$ cat src/rtl/ova_capture.sv
// Camera capture front end for OV-series sensors: packs bus bytes into pixels,
// skips settle frames, checks frame geometry and drops frames on FIFO overflow.
module ova_capture #(
  parameter int DW_IN         = 8,
  parameter int BYTES_PER_PIX = 2,
  parameter int H_ACT         = 640,
  parameter int V_ACT         = 480,
  parameter int SKIP_FRAMES   = 10,
  parameter bit VS_POL        = 1'b1
) (
  input  logic                           i_pclk,
  input  logic                           rst_n,
  input  logic [DW_IN-1:0]               i_data,
  input  logic                           href,
  input  logic                           vsync,
  input  logic                           i_fifo_full,
  output logic [DW_IN*BYTES_PER_PIX-1:0] o_data,
  output logic                           o_data_vld,
  output logic                           o_sof,
  output logic                           o_eol,
  output logic                           o_eof,
  output logic                           o_frame_err,
  output logic [15:0]                    o_frame_cnt
);

  localparam int PW   = DW_IN * BYTES_PER_PIX;
  localparam int BC_W = (BYTES_PER_PIX > 1) ? $clog2(BYTES_PER_PIX) : 1;
  localparam int PC_W = $clog2(H_ACT + 1);
  localparam int LC_W = $clog2(V_ACT + 1);

  localparam logic [BC_W-1:0] BC_LAST = BC_W'(BYTES_PER_PIX - 1);
  localparam logic [PC_W-1:0] PC_MAX  = PC_W'(H_ACT);
  localparam logic [PC_W-1:0] PC_EOL  = PC_W'(H_ACT - 1);
  localparam logic [LC_W-1:0] LC_MAX  = LC_W'(V_ACT);
  localparam logic [8:0]      SKIP_N  = 9'(SKIP_FRAMES);

  typedef enum logic [1:0] {S_SKIP, S_WAIT, S_ACTIVE, S_DROP} state_t;

  state_t            state_q, state_d;
  logic [DW_IN-1:0]  data_p0;
  logic              href_p0, blank_p0;
  logic              href_q, blank_q;
  logic [7:0]        skip_cnt_q;
  logic [BC_W-1:0]   byte_cnt_q;
  logic [PC_W-1:0]   pix_cnt_q;
  logic [LC_W-1:0]   line_cnt_q, line_cnt_nx;
  logic              err_q, line_drop_q, first_pend_q;
  logic [PW-1:0]     acc_q, acc_nx;
  logic              vld_p1, sof_p1, eol_p1, eof_p1, ferr_p1;

  logic fs, fe, hrise, hfall, capture, ovf, beat, line_kill;
  logic pix_done, pix_emit, pix_over, hfall_act, err_set, frame_bad;
  logic fs_go, eof_d, ferr_d, cnt_inc;

  // stage p0: registered sensor pins
  always_ff @(posedge i_pclk or negedge rst_n) begin
    if (!rst_n) begin
      href_p0  <= 1'b0;
      blank_p0 <= 1'b1;
      href_q   <= 1'b0;
      blank_q  <= 1'b1;
    end else begin
      href_p0  <= href;
      blank_p0 <= (vsync == VS_POL);
      href_q   <= href_p0;
      blank_q  <= blank_p0;
    end
  end

  always_ff @(posedge i_pclk) begin
    data_p0 <= i_data;
  end

  assign fs    = blank_q & ~blank_p0 & ~href_p0;
  assign fe    = ~blank_q & blank_p0;
  assign hrise = href_p0 & ~href_q;
  assign hfall = ~href_p0 & href_q;

  assign capture   = (state_q == S_ACTIVE);
  assign ovf       = capture & vld_p1 & i_fifo_full;
  assign beat      = capture & href_p0 & ~ovf;
  assign line_kill = line_drop_q | (capture & hrise & (line_cnt_q == LC_MAX));
  assign pix_done  = beat & (byte_cnt_q == BC_LAST);
  assign pix_over  = pix_done & ~line_kill & (pix_cnt_q == PC_MAX);
  assign pix_emit  = pix_done & ~line_kill & (pix_cnt_q != PC_MAX);
  assign hfall_act = capture & hfall;
  assign acc_nx    = (acc_q << DW_IN) | PW'(data_p0);

  assign err_set = ovf | pix_over
                 | (capture & hrise & (line_cnt_q == LC_MAX))
                 | (hfall_act & ((byte_cnt_q != '0) | (pix_cnt_q != PC_MAX)));

  assign line_cnt_nx = (hfall_act && (line_cnt_q != LC_MAX)) ? line_cnt_q + 1'b1 : line_cnt_q;
  assign frame_bad   = err_q | err_set | (line_cnt_nx != LC_MAX);

  always_ff @(posedge i_pclk or negedge rst_n) begin
    if (!rst_n) state_q <= S_SKIP;
    else        state_q <= state_d;
  end

  always_comb begin
    state_d = state_q;
    fs_go   = 1'b0;
    eof_d   = 1'b0;
    ferr_d  = 1'b0;
    cnt_inc = 1'b0;
    case (state_q)
      S_SKIP: begin
        if (SKIP_N == 9'd0)
          state_d = S_WAIT;
        else if (fe && ({1'b0, skip_cnt_q} + 9'd1 == SKIP_N))
          state_d = S_WAIT;
      end
      S_WAIT: begin
        if (fs) begin
          state_d = S_ACTIVE;
          fs_go   = 1'b1;
        end
      end
      S_ACTIVE: begin
        if (fe) begin
          state_d = S_WAIT;
          eof_d   = 1'b1;
          ferr_d  = frame_bad;
          cnt_inc = ~frame_bad;
        end else if (ovf) begin
          state_d = S_DROP;
        end
      end
      S_DROP: begin
        if (fe) begin
          state_d = S_WAIT;
          eof_d   = 1'b1;
          ferr_d  = 1'b1;
        end
      end
      default: state_d = S_SKIP;
    endcase
  end

  // stage p1: packing counters, frame bookkeeping and registered strobes
  always_ff @(posedge i_pclk or negedge rst_n) begin
    if (!rst_n) begin
      skip_cnt_q   <= '0;
      byte_cnt_q   <= '0;
      pix_cnt_q    <= '0;
      line_cnt_q   <= '0;
      err_q        <= 1'b0;
      line_drop_q  <= 1'b0;
      first_pend_q <= 1'b0;
      vld_p1       <= 1'b0;
      sof_p1       <= 1'b0;
      eol_p1       <= 1'b0;
      eof_p1       <= 1'b0;
      ferr_p1      <= 1'b0;
      o_frame_cnt  <= '0;
    end else begin
      if (state_q == S_SKIP && fe && SKIP_N != 9'd0)
        skip_cnt_q <= skip_cnt_q + 8'd1;

      if (fs_go) begin
        byte_cnt_q   <= '0;
        pix_cnt_q    <= '0;
        line_cnt_q   <= '0;
        err_q        <= 1'b0;
        line_drop_q  <= 1'b0;
        first_pend_q <= 1'b1;
      end else begin
        if (hfall_act) begin
          byte_cnt_q  <= '0;
          pix_cnt_q   <= '0;
          line_cnt_q  <= line_cnt_nx;
          line_drop_q <= 1'b0;
        end else if (beat) begin
          byte_cnt_q  <= pix_done ? '0 : byte_cnt_q + 1'b1;
          line_drop_q <= line_kill;
          if (pix_emit) pix_cnt_q <= pix_cnt_q + 1'b1;
        end
        if (err_set)  err_q        <= 1'b1;
        if (pix_emit) first_pend_q <= 1'b0;
      end

      vld_p1  <= pix_emit;
      sof_p1  <= pix_emit & first_pend_q;
      eol_p1  <= pix_emit & (pix_cnt_q == PC_EOL);
      eof_p1  <= eof_d;
      ferr_p1 <= ferr_d;
      if (cnt_inc) o_frame_cnt <= o_frame_cnt + 16'd1;
    end
  end

  always_ff @(posedge i_pclk) begin
    if (beat) acc_q <= acc_nx;
  end

  always_ff @(posedge i_pclk or negedge rst_n) begin
    if (!rst_n)        o_data <= '0;
    else if (pix_emit) o_data <= acc_nx;
  end

  // FIFO full is honoured combinationally so a full FIFO never sees a write
  assign o_data_vld  = vld_p1 & ~i_fifo_full;
  assign o_sof       = sof_p1 & o_data_vld;
  assign o_eol       = eol_p1 & o_data_vld;
  assign o_eof       = eof_p1;
  assign o_frame_err = ferr_p1;

endmodule

$ cat config.mk
export PLATFORM = sky130hd
export DESIGN_NAME = ova_capture
export DESIGN_NICKNAME = d
export VERILOG_FILES = /design/src/rtl/ova_capture.sv
export SDC_FILE = /design/constraint.sdc
export NUM_CORES = 1
export LEC_CHECK = 0
export CAP_MARGIN = 20
export CORE_MARGIN = 4
export CORE_UTILIZATION = 41
export CTS_CLUSTER_DIAMETER = 150
export DETAILED_ROUTE_END_ITERATION = 6
export GPL_TIMING_DRIVEN = 1
export PLACE_DENSITY_LB_ADDON = 0.12
export SLEW_MARGIN = 40
export SYNTH_ARGS = -nofsm -noshare
export SYNTH_HDL_FRONTEND = slang
export SYNTH_SLANG_ARGS = --single-unit
$ cat constraint.sdc
create_clock -name i_pclk -period 3.2 [get_ports i_pclk]
set_input_delay 0.64 -clock i_pclk [delete_from_list [all_inputs] [get_ports i_pclk]]
set_output_delay 0.64 -clock i_pclk [all_outputs]
set_load 0.05 [all_outputs]
[Yosys cells after proc, flatten, opt, wreduce, memory -nomap -nowiden]
Index checks and enable logic that the tools add are counted.
Operators by class
  add/sub/neg operators: 6
  $mul: 0
  divide/modulo/power cells: 0
  $lt $le $gt $ge: 0
  equal/unequal tests: 14
  shift-type cells: 0
  multiplexer cells: 32
  bitwise operators: 38
  reduce and logical (&&, ||, !) cells: 12
Operators by type and width (count)
  10-bit two-way mux: 4
  9-bit two-way mux: 3
  1-bit bitwise AND: 22
  10-bit equality test, second input constant: 2
  1-bit two-way mux: 18
  9-bit inequality test, second input constant: 2
  16-bit by 1-bit adder with 16-bit output, second input constant: 1
  16-bit by 8-bit OR with 16-bit output: 1
  10-bit by 1-bit adder with 10-bit output, second input constant: 1
  2-bit two-way mux: 5
  10-bit inequality test, second input constant: 1
  8-bit by 1-bit adder with 9-bit output, second input constant: 1
  9-bit by 1-bit adder with 9-bit output, second input constant: 1
  9-bit by 4-bit equality test with 1-bit output, second input constant: 1
  9-bit equality test, second input constant: 1
  8-bit by 1-bit adder with 8-bit output, second input constant: 1
  1-bit NOT: 8
  2-bit one-hot mux with 4 select lines: 1
  1-bit OR: 7
  2-bit inequality test, second input constant: 3
  2-bit nonzero test: 3
  3-bit nonzero test: 2
  2-bit equality test, second input constant: 2
  4-bit AND reduction: 1
  other kinds (8): 10
Word-level totals
  flip-flop bits (word level): 90
  latch bits: 0
  memory bits (writable): 0
  bits in read-only memories: 0
  input bits: 13
  output and inout bits: 37
  word-level logic and storage cells: 123
  memories kept: 0

[Logic depth before layout (Yosys ltp)]
  word-level depth: 16
  depth in mapped cells: 9
  gate-level depth less buffers: 9

[Worst setup path before layout]
No wires, ideal clock.
  kind: register -> register
  start: reg line_cnt_q[0]
  end: reg o_frame_cnt[1]
  data arrival time: 2.536 ns
  required time: 3.075 ns
  setup slack: 0.539 ns
  cell stages (with the launch flop): 9
  path buffers: 0
  period minus slack after synthesis: 2.661 ns
  cells stage by stage: dfrtp_1 > inv_1 > ha_1 > and3b_1 > a31oi_4 > or3_1 > a221o_1 > or4b_4 > mux2_4
Between the ends
  longest elaborated chain between the ends: 14
  elaborated cells on any way between the ends: 19
  classes of those cells: add/sub: 1; eq/ne: 3; mux: 3; bitwise: 11; reduce/logical: 1
Ends and longest elaborated chain
  start, declared: line 46  | logic [LC_W-1:0] line_cnt_q, line_cnt_nx;
  start signal, assigned: line 172  | line_cnt_q <= line_cnt_nx;
  9-bit equality test: line 82, 90
  1-bit bitwise AND: line 82, 90
  1-bit OR: line 82  | assign line_kill = line_drop_q | (capture & hrise & (line_cnt_q == LC_MAX));
  1-bit NOT: line 84  | assign pix_over = pix_done & ~line_kill & (pix_cnt_q == PC_MAX);
  1-bit bitwise AND (2 in series): line 84
  1-bit OR: line 89  | assign err_set = ovf | pix_over
  1-bit OR: line 90  | | (capture & hrise & (line_cnt_q == LC_MAX))
  1-bit OR: line 91  | | (hfall_act & ((byte_cnt_q != '0) | (pix_cnt_q != PC_MAX)));
  1-bit OR: line 94  | assign frame_bad = err_q | err_set | (line_cnt_nx != LC_MAX);
  1-bit OR *: line 94
  1-bit NOT *: line 125  | cnt_inc = ~frame_bad;
  1-bit two-way mux *: line 121  | if (fe) begin
  1-bit two-way mux *: line 107  | case (state_q)
  end signal, assigned: line 188  | if (cnt_inc) o_frame_cnt <= o_frame_cnt + 16'd1;
  end, declared: line 23  | output logic [15:0] o_frame_cnt
Mark *: on every way between the ends. The rest lies on a longest branch, timed or not.
A chain may end at the register's enable or synchronous reset.

[Worst setup path in the final report]
  start: reg state_q[0]
  end: reg o_frame_cnt[1]
Between the ends
  longest elaborated chain between the ends: 16
  elaborated cells on any way between the ends: 26
  classes of those cells: eq/ne: 2; mux: 3; bitwise: 20; reduce/logical: 1
Ends and longest elaborated chain
  start, declared: line 39  | state_t state_q, state_d;
  start signal, assigned: line 98  | else state_q <= state_d;
  2-bit equality test *: line 79, 107
  1-bit bitwise AND (2 in series): line 80  | assign ovf = capture & vld_p1 & i_fifo_full;
  1-bit NOT: line 81  | assign beat = capture & href_p0 & ~ovf;
  1-bit bitwise AND: line 81
  1-bit bitwise AND: line 83  | assign pix_done = beat & (byte_cnt_q == BC_LAST);
  1-bit bitwise AND (2 in series): line 84
  1-bit OR: line 89
  1-bit OR: line 90
  1-bit OR: line 91
  1-bit OR (2 in series): line 94
  1-bit NOT: line 125
  1-bit two-way mux: line 121
  1-bit two-way mux *: line 107
Marks and branches as above.

==> results.py <==
metrics = {
    "setup_path": {
        "reg2reg_slack_ns": 0.44,
        "critical_path_arrival_ns": 3.02,
        "timing.critical_path.from_type": "flip-flop",
        "worst_r2r_startpoint": "state_q[0]",
        "crit_type": "flip-flop to flip-flop",
        "crit_required_ns": 3.46,
        "largest_fanout_on_the_critical_path": 5,
        "worst-r2r-cell-count": 8,
        "crit_path_end_kind": "flip-flop",
        "crit-reg2reg-capture": "o_frame_cnt[1]",
    },
    "detailed_routing": {
        "wire_length_reported_by_the_detailed_router_um": 8450,
        "avgViaCountPerCell": 5.06,
        "detail_route.wl_per_cell_um": 14.4,
        "drt_drc_violations_left": 0,
        "detailedRoute.firstIterationViolations": 107,
        "postRouteAntennaNets": 0,
        "dr_total_vias": 2968,
        "number_of_search_and_repair_iterations_in_the_first_detailed_routing_pass": 4,
    },
    "clock_tree": {
        "tritoncts_num_sinks": 90,
        "clockBufferDepth": 2,
        "clock_insertion_delay_worst_skew_ns": 0.36,
        "cts.repair_timing.setup_buffer_count": 0,
        "tritoncts": "built",
        "cts.repair.resized": 0,
        "cts_hold_buf": 0,
        "number_of_clock_buffers_inserted_by_tritoncts": 9,
        "worst_setup_hold_path_clk_slew_ns": 0.10,
        "clk_root_buffer_cell": "sky130_fd_sc_hd__clkbuf_8",
        "count_of_h_tree_levels_built_during_cts": 3,
    },
    "die": {
        "core_region_area_um2": 9680,
        "floorplan.die_area_um2": 11500,
        "rows": 36,
        "die_y_um": 107,
        "number_of_i_o_pins": 50,
        "dieWidth_um": 107,
        "initial_utilization": 0.419,
    },
    "yosys": {
        "synth_async_sr_flop_share": 0.822,
        "post_synth_inst_count": 392,
        "synth_warnings": 0,
        "synth_top_family_by_area": "simple AND/OR/NAND/NOR gates",
        "synthesized_area_fraction_occupied_by_adder_cells": 0.0370,
        "post_synth_and_or_nand_nor_area_fraction": 0.243,
        "yosysTopAreaCellShare": 0.444,
        "multiplexer_area_fraction_after_synthesis": 0.0111,
        "synth_area_um2": 4060,
        "synth-edff-count": 8,
        "synthXorXnorAreaFrac": 0.0777,
        "ys_top_cells_by_area": "sky130_fd_sc_hd__dfrtp_1 (44%), sky130_fd_sc_hd__nand2_1 (6.4%), sky130_fd_sc_hd__edfxtp_1 (5.9%), sky130_fd_sc_hd__xor2_1 (4.8%), sky130_fd_sc_hd__dfxtp_1 (3.9%)",
        "yosys_register_bits": 90,
        "ys_seq_area_frac": 0.556,
        "avgSynthCellArea_um2": 10.3,
        "synth_cell_types": 49,
        "synth.net_count": 417,
        "yosys_most_used_dff": "sky130_fd_sc_hd__dfrtp_1",
        "synth_compound_gate_area_share": 0.0534,
        "synth_largest_area_cell": "sky130_fd_sc_hd__dfrtp_1",
    },
    "timing": {
        "max-slew-margin-rel": 0.542,
        "layout_worst_path_cycle_share": 0.862,
        "final_period_minus_worst_setup_slack_ns": 2.76,
        "fmaxAchievable_mhz": 363,
        "tightestPinTransition_ns": 0.686,
        "finalSetupViolations": 0,
        "clock_skew_ns": 0.0123,
        "final.setup.tns_ns": 0,
        "timing.final.max_slew_violations": 0,
        "setup_repair_after_global_routing_missed_its_margin": "false",
        "final_hold_viol_count": 0,
    },
    "cells_and_area": {
        "areaGrowthSynthToFinish_pct": 21.1,
        "num_antenna_cells": 0,
        "final_net_count": 473,
        "final_core_utilization": 0.507,
        "layout-drive-gt1-share": 0.0795,
        "fillerInstances": 906,
    },
    "worst_hold_path": {
        "hold_path.class": "input port to asynchronous set/reset pin",
    },
    "grt": {
        "wire_length_of_the_first_global_routing_pass_um": 14700,
        "grt_total_ovfl": 0,
        "pin_count_of_the_biggest_net_entering_global_routing": 75,
        "initial_antenna_violation_count": 0,
        "grt_use_total": 0.159,
        "grt_pass1_vias": 3000,
    },
    "power": {
        "ir_worst_vdd_mv": 0.385,
        "p_leak_uw": 0.00224,
        "power_frac_seq": 0.455,
        "combPwrFrac": 0.315,
        "power_share_of_the_clock_group": 0.231,
        "p_sw_uw": 1260,
        "internal_pwr_total_uw": 2010,
        "power.share.switching": 0.386,
        "power_uw": 3270,
        "powerDensity_nw_per_um2": 666,
    },
    "outcome": {
        "run_status": "completed",
    },
    "placed_design": {
        "port_buffers": 49,
        "routabilityCongestion": 0.842,
        "detailed_place_hpwl_um": 5690,
    },
    "job": {
        "max_cap_violations": 0,
    },
}
per-layer routing:
metal / track usage / vias to the layer above / share of wire
met3: 0.0378 / 12 / 0.043
met5: 0 / - / 0
met4: 0.0496 / 0 / 0.017
met1: 0.224 / 1434 / 0.49
met2: 0.245 / 65 / 0.45
li1: - / 1457 / -
power groups by stage:
stage	registers, µW	logic (µW)	clock network (µW)
3_3_place_gp	1500	1020	0
5_1_grt	1520	1140	825
2_1_floorplan	1760	416	0
3_5_place_dp	1510	1040	0
6_report	1490	1030	754
4_1_cts	1490	1040	784
placed cells by master, fill, tap and decap left out, drive strengths merged, types with 4 or more instances in the layout:
cell type,instances
dfrtp,72
nand2,69
clkdlybuf4s50,45
nor2,30
xor2,22
nand3,21
inv,16
nor4,14
xnor2,14
ha,12
buf,12
and3,11
a21oi,9
o21ai,9
nand4,9
clkbuf,9
and2,9
edfxtp,8
dfxtp,8
nor3,5
or3,4
nand2b,4
flip-flops by register name, summed over array words and instances (netlist names), 2 cells and up:
| register | flops |
|---|---|
| data_p0 | 8 |
| state_q | 2 |
| pix_cnt_q | 10 |
| line_cnt_q | 9 |
| o_data | 16 |
| acc_q | 8 |
| o_frame_cnt | 16 |
| skip_cnt_q | 8 |
through the flow:
step / instances / hold slack (ns) / cell area, µm² / setup slack [ns]
3_3_place_gp: 570 / 0.372 / 4720 / 0.488
6_report: 586 / 0.274 / 4910 / 0.442
5_1_grt: 586 / 0.324 / 4910 / 0.250
4_1_cts: 586 / 0.313 / 4910 / 0.440
2_1_floorplan: 392 / 0.344 / 4060 / 0.539
3_5_place_dp: 570 / 0.374 / 4720 / 0.382
cell usage after synthesis (all sizes together) (4+ instances only):
master / count
and3: 11
a21oi: 9
clkbuf: 10
inv: 11
and2: 9
ha: 12
nand2b: 4
nor2: 30
dfxtp: 8
nand3: 21
o21ai: 9
nor4: 14
nor3: 5
edfxtp: 8
xor2: 22
nand2: 69
nand4: 9
or3: 4
xnor2: 14
dfrtp: 72
kinds of logic (layout without fill, tap and decap cells):
logic type	after synthesis	after routing
AO/OA/AOI/OAI	32	32
XOR/XNOR	36	36
adder cells (fa/ha/maj)	12	12
buffers and inverters	23	84
flip-flops	90	90
multiplexers	4	4
AND/OR/NAND/NOR	195	195
final cells by class:
cell class | instances | area (µm²) | area share
clock inverter | 7 | 66.3 | 0.0135
timing repair buffer | 57 | 544 | 0.111
multi-input combinational | 279 | 1710 | 0.349
clock buffer | 9 | 124 | 0.0252
tap | 133 | 166 | 0.0339
sequential | 90 | 2250 | 0.459
inverter | 11 | 41.3 | 0.00841
how the worst max path moves through the flow:
stage | end | slack, ns | startpoint | cells after the start
after detailed placement | pix_cnt_q[8] | 0.38 | i_fifo_full | 8
after floorplan | o_frame_cnt[1] | 0.54 | line_cnt_q[0] | 8
final | o_frame_cnt[1] | 0.44 | state_q[0] | 8
after global routing | o_frame_cnt[1] | 0.25 | state_q[0] | 8
after global placement | pix_cnt_q[8] | 0.49 | i_fifo_full | 8
after CTS | o_frame_cnt[1] | 0.44 | state_q[0] | 8
critical path, cell delays in order, from the launching register on:
cell and delay, ns:
sky130_fd_sc_hd__dfrtp_1 0.42, sky130_fd_sc_hd__inv_1 0.12, sky130_fd_sc_hd__ha_1 0.21, sky130_fd_sc_hd__and4b_1 0.28, sky130_fd_sc_hd__and2_1 0.24, sky130_fd_sc_hd__nand4b_1 0.16
sky130_fd_sc_hd__a221o_1 0.37, sky130_fd_sc_hd__or4b_4 0.56, sky130_fd_sc_hd__mux2_4 0.31
(Power assumes the default switching activity.)
